===== config.mk =====
export PLATFORM = sky130hd
export DESIGN_NAME = data_bus_bridge
export DESIGN_NICKNAME = d
export VERILOG_FILES = /design/src/rtl/data_bus_pkg.sv /design/src/rtl/mem_lane_align.sv /design/src/rtl/data_bus_bridge.sv
export SDC_FILE = /design/constraint.sdc
export NUM_CORES = 1
export LEC_CHECK = 0
export BUFFER_PORTS_ARGS = -buffer_cell sky130_fd_sc_hd__buf_2
export CAP_MARGIN = 20
export CORE_MARGIN = 2
export CORE_UTILIZATION = 50
export CTS_CLUSTER_DIAMETER = 200
export DETAILED_ROUTE_END_ITERATION = 10
export PLACE_DENSITY = 0.83
export SLEW_MARGIN = 20
export SYNTH_ARGS = -nofsm -noshare
export SYNTH_HDL_FRONTEND = slang
export SYNTH_HIERARCHICAL = 1
export SYNTH_SLANG_ARGS = --single-unit
export TNS_END_PERCENT = 30

===== constraint.sdc =====
create_clock -name clk -period 8.5 [get_ports clk]
set_clock_uncertainty 0.1 [all_clocks]
set_input_delay 1.275 -clock clk [delete_from_list [all_inputs] [get_ports clk]]
set_output_delay 1.275 -clock clk [all_outputs]
set_load 0.01 [all_outputs]

===== src/rtl/data_bus_pkg.sv =====
// Shared types and constants for the core-to-system data bus bridge.
package data_bus_pkg;

    typedef enum logic [1:0] {
        IDLE     = 2'd0,
        REQ      = 2'd1,
        WAIT_RSP = 2'd2,
        DONE     = 2'd3
    } bus_state_t;

    localparam logic [1:0] SIZE_BYTE = 2'd0;
    localparam logic [1:0] SIZE_HALF = 2'd1;
    localparam logic [1:0] SIZE_WORD = 2'd2;

    localparam int unsigned DEFAULT_TIMEOUT = 255;

endpackage


===== src/rtl/mem_lane_align.sv =====
// Byte-lane steering: store strobes/replicated data, misalignment, and
// load-lane extraction with sign or zero extension.
module mem_lane_align
    import data_bus_pkg::*;
(
    input  logic [1:0]  st_addr_lo,
    input  logic [1:0]  st_size,
    input  logic [31:0] st_data,
    input  logic [1:0]  ld_addr_lo,
    input  logic [1:0]  ld_size,
    input  logic        ld_unsigned,
    input  logic [31:0] ld_word,
    output logic [3:0]  wstrb,
    output logic [31:0] wdata,
    output logic        misaligned,
    output logic [31:0] ld_data
);

    function automatic logic [31:0] extend_byte(input logic [7:0] b, input logic zext);
        logic signed [31:0] s32;
        s32 = $signed(b);
        return zext ? {24'd0, b} : s32;
    endfunction

    function automatic logic [31:0] extend_half(input logic [15:0] h, input logic zext);
        logic signed [31:0] s32;
        s32 = $signed(h);
        return zext ? {16'd0, h} : s32;
    endfunction

    // Size code 3 falls into the default branch and behaves as a word.
    always_comb begin
        wstrb      = 4'b1111;
        wdata      = st_data;
        misaligned = 1'b0;
        case (st_size)
            SIZE_BYTE: begin
                wstrb = 4'b0001 << st_addr_lo;
                wdata = {4{st_data[7:0]}};
            end
            SIZE_HALF: begin
                wstrb      = 4'b0011 << st_addr_lo;
                wdata      = {2{st_data[15:0]}};
                misaligned = st_addr_lo[0];
            end
            default: begin
                misaligned = (st_addr_lo != 2'b00);
            end
        endcase
    end

    always_comb begin
        case (ld_size)
            SIZE_BYTE: ld_data = extend_byte(ld_word[{ld_addr_lo, 3'b000} +: 8], ld_unsigned);
            SIZE_HALF: ld_data = extend_half(ld_addr_lo[1] ? ld_word[31:16] : ld_word[15:0],
                                             ld_unsigned);
            default:   ld_data = ld_word;
        endcase
    end

endmodule


===== src/rtl/data_bus_bridge.sv =====
// Converts single-cycle core load/store strobes into a valid/ready request
// and response handshake on the system data bus, stalling the core meanwhile.
module data_bus_bridge
    import data_bus_pkg::*;
#(
    parameter int unsigned TIMEOUT_CYCLES = DEFAULT_TIMEOUT,
    parameter logic [31:0] RESET_RDATA    = 32'h0
)(
    input  logic        clk,
    input  logic        rst,
    input  logic [31:0] core_address,
    input  logic [31:0] core_write_data,
    input  logic        core_read,
    input  logic        core_write,
    input  logic [1:0]  core_size,
    input  logic        core_unsigned,
    output logic [31:0] core_read_data,
    output logic        core_wait,
    output logic        bus_valid,
    input  logic        bus_ready,
    output logic [31:0] bus_address,
    output logic        bus_write,
    output logic [31:0] bus_wdata,
    output logic [3:0]  bus_wstrb,
    input  logic        bus_rvalid,
    input  logic [31:0] bus_rdata,
    output logic        bus_rready,
    output logic        err_misaligned,
    output logic        err_timeout
);

    localparam bit          TO_EN   = (TIMEOUT_CYCLES != 0);
    localparam logic [31:0] TO_LAST = TO_EN ? 32'(TIMEOUT_CYCLES - 1) : 32'd0;

    bus_state_t  state;
    logic [31:0] count;
    logic [29:0] word_addr;
    logic        is_write;
    logic [1:0]  size_q;
    logic        unsigned_q;
    logic [1:0]  addr_lo_q;
    logic [3:0]  wstrb_q;
    logic [31:0] wdata_q;
    logic [31:0] read_data_q;
    logic        err_mis_q;
    logic        err_to_q;

    logic        request;
    logic        timeout_hit;
    logic [3:0]  al_wstrb;
    logic [31:0] al_wdata;
    logic        al_mis;
    logic [31:0] al_ld;

    assign request = core_read | core_write;
    // Compare with >= so a request accepted on the last REQ cycle still
    // respects the overall budget during WAIT_RSP instead of wrapping.
    assign timeout_hit = TO_EN && (count >= TO_LAST);

    mem_lane_align u_align (
        .st_addr_lo  (core_address[1:0]),
        .st_size     (core_size),
        .st_data     (core_write_data),
        .ld_addr_lo  (addr_lo_q),
        .ld_size     (size_q),
        .ld_unsigned (unsigned_q),
        .ld_word     (bus_rdata),
        .wstrb       (al_wstrb),
        .wdata       (al_wdata),
        .misaligned  (al_mis),
        .ld_data     (al_ld)
    );

    always_ff @(posedge clk or posedge rst) begin
        if (rst) begin
            state       <= IDLE;
            count       <= '0;
            word_addr   <= '0;
            is_write    <= 1'b0;
            size_q      <= 2'd0;
            unsigned_q  <= 1'b0;
            addr_lo_q   <= 2'd0;
            wstrb_q     <= 4'd0;
            wdata_q     <= '0;
            read_data_q <= RESET_RDATA;
            err_mis_q   <= 1'b0;
            err_to_q    <= 1'b0;
        end else begin
            err_mis_q <= 1'b0;
            err_to_q  <= 1'b0;
            case (state)
                IDLE: begin
                    if (request) begin
                        // A simultaneous load and store performs the store.
                        word_addr  <= core_address[31:2];
                        is_write   <= core_write;
                        size_q     <= core_size;
                        unsigned_q <= core_unsigned;
                        addr_lo_q  <= core_address[1:0];
                        wstrb_q    <= core_write ? al_wstrb : 4'b0000;
                        wdata_q    <= al_wdata;
                        count      <= '0;
                        if (al_mis) begin
                            state     <= DONE;
                            err_mis_q <= 1'b1;
                        end else begin
                            state <= REQ;
                        end
                    end
                end
                REQ: begin
                    count <= count + 32'd1;
                    if (bus_ready) begin
                        state <= WAIT_RSP;
                    end else if (timeout_hit) begin
                        state    <= DONE;
                        err_to_q <= 1'b1;
                        if (!is_write) read_data_q <= RESET_RDATA;
                    end
                end
                WAIT_RSP: begin
                    count <= count + 32'd1;
                    if (bus_rvalid) begin
                        state <= DONE;
                        if (!is_write) read_data_q <= al_ld;
                    end else if (timeout_hit) begin
                        state    <= DONE;
                        err_to_q <= 1'b1;
                        if (!is_write) read_data_q <= RESET_RDATA;
                    end
                end
                DONE: begin
                    state <= IDLE;
                end
                default: begin
                    state <= IDLE;
                end
            endcase
        end
    end

    assign core_wait      = ((state == IDLE) && request) || (state == REQ) || (state == WAIT_RSP);
    assign bus_valid      = (state == REQ);
    assign bus_rready     = (state == WAIT_RSP);
    assign bus_address    = {word_addr, 2'b00};
    assign bus_write      = is_write;
    assign bus_wdata      = wdata_q;
    assign bus_wstrb      = wstrb_q;
    assign core_read_data = read_data_q;
    assign err_misaligned = err_mis_q;
    assign err_timeout    = err_to_q;

endmodule

**Word level (Yosys, flattened, before mapping)**

Index checks and enable logic that the tools add are counted.

- Output and inout bits: 106
- Logic and storage cells: 68
- Flip-flop bits (word level): 140
- Bits of input ports: 105

- Bitwise logic cells: 1
- Reduce and logical (&&, ||, !) cells: 13
- Order comparisons: 1
- Add/sub/neg operators: 1
- Shift operators: 3
- Eq/ne operators: 8
- Multiplexer cells: 29

Operators by type and width:

| kind | count |
|---|---|
| 2-to-1 mux 32 bit | 8 |
| one-hot mux 32 bit (2 select lines) | 4 |
| adder 32 x 1 -> 32 bit (second input constant) | 1 |
| >= comparator 32 x 8 -> 1 bit (second input constant) | 1 |
| variable part select 32 x 6 -> 8 bit | 1 |
| 2-to-1 mux 16 bit | 1 |
| 2-to-1 mux 2 bit | 5 |
| one-hot mux 2 bit (4 select lines) | 1 |
| one-hot mux 4 bit (2 select lines) | 1 |
| equality test 2 x 1 -> 1 bit (second input constant) | 3 |
| logical NOT 2 bit | 3 |
| 2-to-1 mux 1 bit | 6 |
| nonzero test 2 bit | 3 |
| equality test 2 bit (second input constant) | 2 |
| 2-to-1 mux 4 bit | 1 |
| inequality test 2 bit (second input constant) | 2 |
| one-hot mux 1 bit (2 select lines) | 2 |
| AND reduction 2 bit | 2 |
| left shift 1 x 2 -> 4 bit (first input constant) | 1 |
| left shift 2 x 2 -> 4 bit (first input constant) | 1 |
| inequality test 3 bit (second input constant) | 1 |
| AND reduction 3 bit | 1 |
| logical OR 1 bit | 2 |
| OR reduction 2 bit | 1 |
| 2 further kinds | 2 |

**Logic depth before layout (Yosys ltp)**

- Depth in word-level cells: 6
- Depth in mapped cells: 9
- Gate-level depth less buffers: 6

**Hierarchy**

The synthesis kept the hierarchy.

Modules (own cells, without submodules):

| module | area each (µm²) | instances | cells an instance | sequential area each (µm²) |
|---|---|---|---|---|
| data_bus_bridge | 6,008.3 | 1 | 481 | 3,503.4 |
| mem_lane_align | 1,186.1 | 1 | 158 | 0.0 |

**Worst setup path after synthesis**

No wires, ideal clock.

- Kind: input to output
- Start point: input port core_write
- End point: output port core_wait
- Path slack: 4.863 ns
- Data arrival time: 2.262 ns
- Data required time: 7.125 ns
- Buffers on the path: 3
- Cell stages on the path: 5
- Cells stage by stage: buf_2 > o21ai_1 > clkbuf_1 > buf_2 > nand2_1

- Cells in the longest elaborated chain, start to end: 4

Ends and longest elaborated chain:

| what | RTL line | source |
|---|---|---|
| start: declaration | data_bus_bridge.sv:14 | `input logic core_write,` |
| bitwise OR 1 bit | data_bus_bridge.sv:55 | `assign request = core_read \| core_write;` |
| logical AND 1 bit | data_bus_bridge.sv:142 | `assign core_wait = ((state == IDLE) && request) \|\| (state == REQ) \|\| (state == WAIT_RSP);` |
| logical OR 1 bit (2 in series) | data_bus_bridge.sv:142 |  |
| end: declaration | data_bus_bridge.sv:18 | `output logic core_wait,` |

No other way between the ends.

**Final worst setup path**

Same ends and word-level chain as after synthesis.

==> results by group <==
Run status
  – Status: finished, final reports clean

STA
  – Final Hold Fails: 0
  – Setup tns final: 0 ns
  – F_max: 223 MHz
  – Actual slew at the worst max-slew pin: 1.05 ns
  – Final worst path period share: 52.6%
  – Max-slew violation count: 0
  – Setup violators final: 0
  – Setup ws final: 4.02 ns
  – RSZ-0062 raised after global routing: no
  – Minimum clock period: 4.48 ns
  – Max_slew headroom: 29.8%

Setup path
  – R2R Path End: count[20]
  – Crit-path most repeated cell: buf_2
  – Crit Path Class: in2out
  – Top Family by Delay on Critical Path: buffers and inverters
  – Critical path buffers and inverters: 3
  – Slowest CP cell: o21ai_4
  – Arr. time, crit path: 3.10 ns
  – R2R setup slack: 5.55 ns
  – CP Max Fanout: 46
  – Reg-to-Reg Start: state[0]
  – Slowest stage delay, CP: 0.76 ns
  – CP endpoint kind: output pin
  – Crit path cell chain: buf_2 -> o21ai_4 -> buf_4 -> nand2_1 -> buf_2
  – Worst EP required: 7.12 ns
  – Critical path launch point type: input port
  – R2R cell count: 6

Global routing
  – Initial antenna violation count: 1
  – Pin count of the biggest net entering global routing: 75
  – Remaining global-route overflow: 0
  – Vias in the first global route: 5769
  – Gr usage total: 24.4%
  – Global-route wire length before repair: 28.8 mm

Clocking
  – H-tree levels: 4
  – Clock Latency Late Sink: 0.42 ns
  – Clk slew on worst S/H paths: 0.06 ns
  – CTS tree: done
  – Root Driver: clkbuf_16
  – Number of buffers added to fix hold violations after cts: 0
  – Setup Fix Bufs, Post-CTS: 0
  – Max clock buf depth: 2
  – Clock sinks: 140
  – Post-cts gate resize count: 0
  – Cts bufs inserted: 17

Placement
  – Place WS: 4.02 ns
  – GP Congestion: 0.834
  – Post-DP HPWL: 12.2 mm
  – PortBufs: 208

Die
  – I/O Pins: 211
  – Core Area: 14000 sq um
  – Row count: 43
  – DIE AREA: 15400 sq um
  – Die width: 124 microns
  – Initial Utilization: 51.4%
  – Die height: 124 microns

Min path
  – Hold Crit Depth: 2
  – Worst min path class: reg2reg
  – Hold Path Sink: bus_wstrb[1]
  – Hold_sp: bus_wstrb[1]

Cells and area
  – Fin nets: 929
  – Area growth syn-to-layout: 22.3%
  – FF+latch area: 3500 sq um
  – Layout cell share with drive strength beyond 1: 42.8%
  – Filler cells: 1139
  – Area of the multi-input gates: 3360 sq um

Yosys
  – Asr flop ratio synth: 100%
  – #FFs+latches synth: 140
  – Post-Synthesis Cell Area: 7190 sq um
  – EDFF count, synth: 0
  – Post-synthesis sequential area ratio: 48.7%
  – Yosys cell types: 58
  – Post-synth top flop: dfrtp_1
  – Cells after Synth: 639
  – Avg Inst Size Synth: 11.3 sq um
  – Yosys Warn Count: 6

Drt
  – Routed wire length: 17.8 mm
  – DRT Pass-1 Iters: 5
  – Wire per inst: 17.5 microns
  – Vias per inst: 5.72
  – DR DRC count: 0
  – Post-route ant nets: 0
  – Via count: 5796
  – Initial DRC count: 491

Pwr
  – Switching Fraction: 38.3%
  – Reg power frac: 35.6%
  – Switching Power: 0.00128 W
  – Clk pwr share: 22.1%
  – Combinational power share: 42.3%
  – Pwr Total: 0.00334 W
  – VDD IR max: 251 uV
  – Pwr/cell area: 379 nW/um^2
  – Pint: 0.00206 W
  – P_leak: 4.24 nW

Flow run
  – Max Cap Violations: 0
placed cells by master (no fill, tap or decap), types with 3 or more instances in the layout:
master,n
xor2_1,4
clkinv_2,3
nor3_1,7
xnor2_1,3
clkinv_4,3
mux2_2,84
nand4_1,8
a221o_1,8
ha_1,5
a22o_1,40
and4_1,5
o21ai_2,8
a21oi_1,14
and2_1,3
buf_4,4
o21ai_0,21
nand2b_1,19
inv_1,9
clkbuf_16,17
o21ai_1,3
nand2_1,71
or4_1,6
nor4_1,17
o311ai_0,4
o221a_2,7
inv_6,4
nor2_1,16
dfrtp_1,140
mux2i_1,27
o31ai_1,7
and3_1,3
buf_2,208
nand3_1,14
o41ai_1,4
metrics by stage:
step	hold slack [ns]	cells	instance area, sq um	util (%)
finish	0.366	1013	8800	62.9
global route	0.386	1012	8790	62.9
CTS	0.370	1012	8790	62.9
detailed placement	0.355	980	8210	58.7
global placement	0.347	980	8210	58.7
floorplan	0.371	640	7200	-
metal layers:
metal | part of all wire [%] | wire [microns] | track usage, % | vias to the layer above
li1 | - | - | - | 2701
met4 | 2.0 | 352 | 8.57 | 0
met3 | 7.6 | 1350 | 7.33 | 30
met1 | 41 | 7350 | 30.2 | 2841
met5 | 0 | 0 | 0 | -
met2 | 49 | 8730 | 40.8 | 224
layout make-up:
class | count | area share (%)
multi-input cells | 437 | 38.2
inverters | 11 | 0.526
flip-flops and latches | 140 | 39.8
clock inverters | 14 | 1.79
repair buffers | 212 | 12.2
diodes | 1 | 0.0284
clock buffers | 18 | 4.88
well taps | 180 | 2.56
power groups by stage:
stage               Sequential, W  Combinational (W)  Clock (W)
floorplan                 0.00124           0.000916          0
global placement          0.00117            0.00138          0
detailed placement        0.00118            0.00142          0
CTS                       0.00118            0.00142   0.000751
global route              0.00123            0.00154   0.000785
finish                    0.00119            0.00141   0.000738
worst min-delay path, delay by kind of cell (launching register included):
kind,cells,cell delay (ns)
DFF,1,0.34
and+or+nand+nor,2,0.10
worst max-delay path by stage:
stage	cells after the start	endpoint	from	slack [ns]
final	5	core_wait	core_write	4.02
after CTS	5	core_wait	core_write	4.00
after floorplan	1	addr_lo_q[0]	rst	3.37
after detailed placement	5	core_wait	core_write	4.02
after global routing	5	core_wait	core_write	3.85
after global placement	5	core_wait	core_write	4.00
sequential cells by signal, summed over array words and instances (netlist names):
register and cells:
bus_wdata 32, core_read_data 32, count 32, word_addr 30
bus_wstrb 4, addr_lo_q 2, size_q 2, state 2
bus_write 1, err_misaligned 1, err_timeout 1, unsigned_q 1
cells in the mapped netlist (all sizes together), types with 4 or more instances:
cell / instances / share of area, %
ha: 5 / 0.87
inv: 11 / 0.57
mux2i: 28 / 4.1
o31ai: 7 / 0.73
a21oi: 15 / 1.1
xor2: 4 / 0.49
dfrtp: 140 / 49
a221o: 8 / 1.1
and4: 5 / 0.61
o311ai: 4 / 0.49
a22o: 40 / 4.9
buf: 32 / 3.1
mux2: 85 / 13
nand3: 14 / 0.97
or4: 6 / 0.63
o221a: 7 / 1.1
nand2: 72 / 3.8
nor3: 7 / 0.49
o21ai: 33 / 2.7
clkbuf: 20 / 1.1
o41ai: 5 / 0.87
nand4: 8 / 0.70
nor4: 18 / 1.7
nor2: 16 / 0.83
nand2b: 19 / 1.7
logic make-up (layout without fill, tap and decap cells):
family | after synthesis | after routing | share of synthesized area [%]
other cells | 1 | 3 | 0.0521
buf+inv | 63 | 255 | 4.78
compound gates | 126 | 126 | 13.8
xor+xnor | 7 | 7 | 0.852
flops | 140 | 140 | 48.7
mux | 114 | 114 | 17.7
simple gates | 183 | 183 | 13.2
fa+ha+maj | 5 | 5 | 0.870
Power figures use the tool's default switching activity.
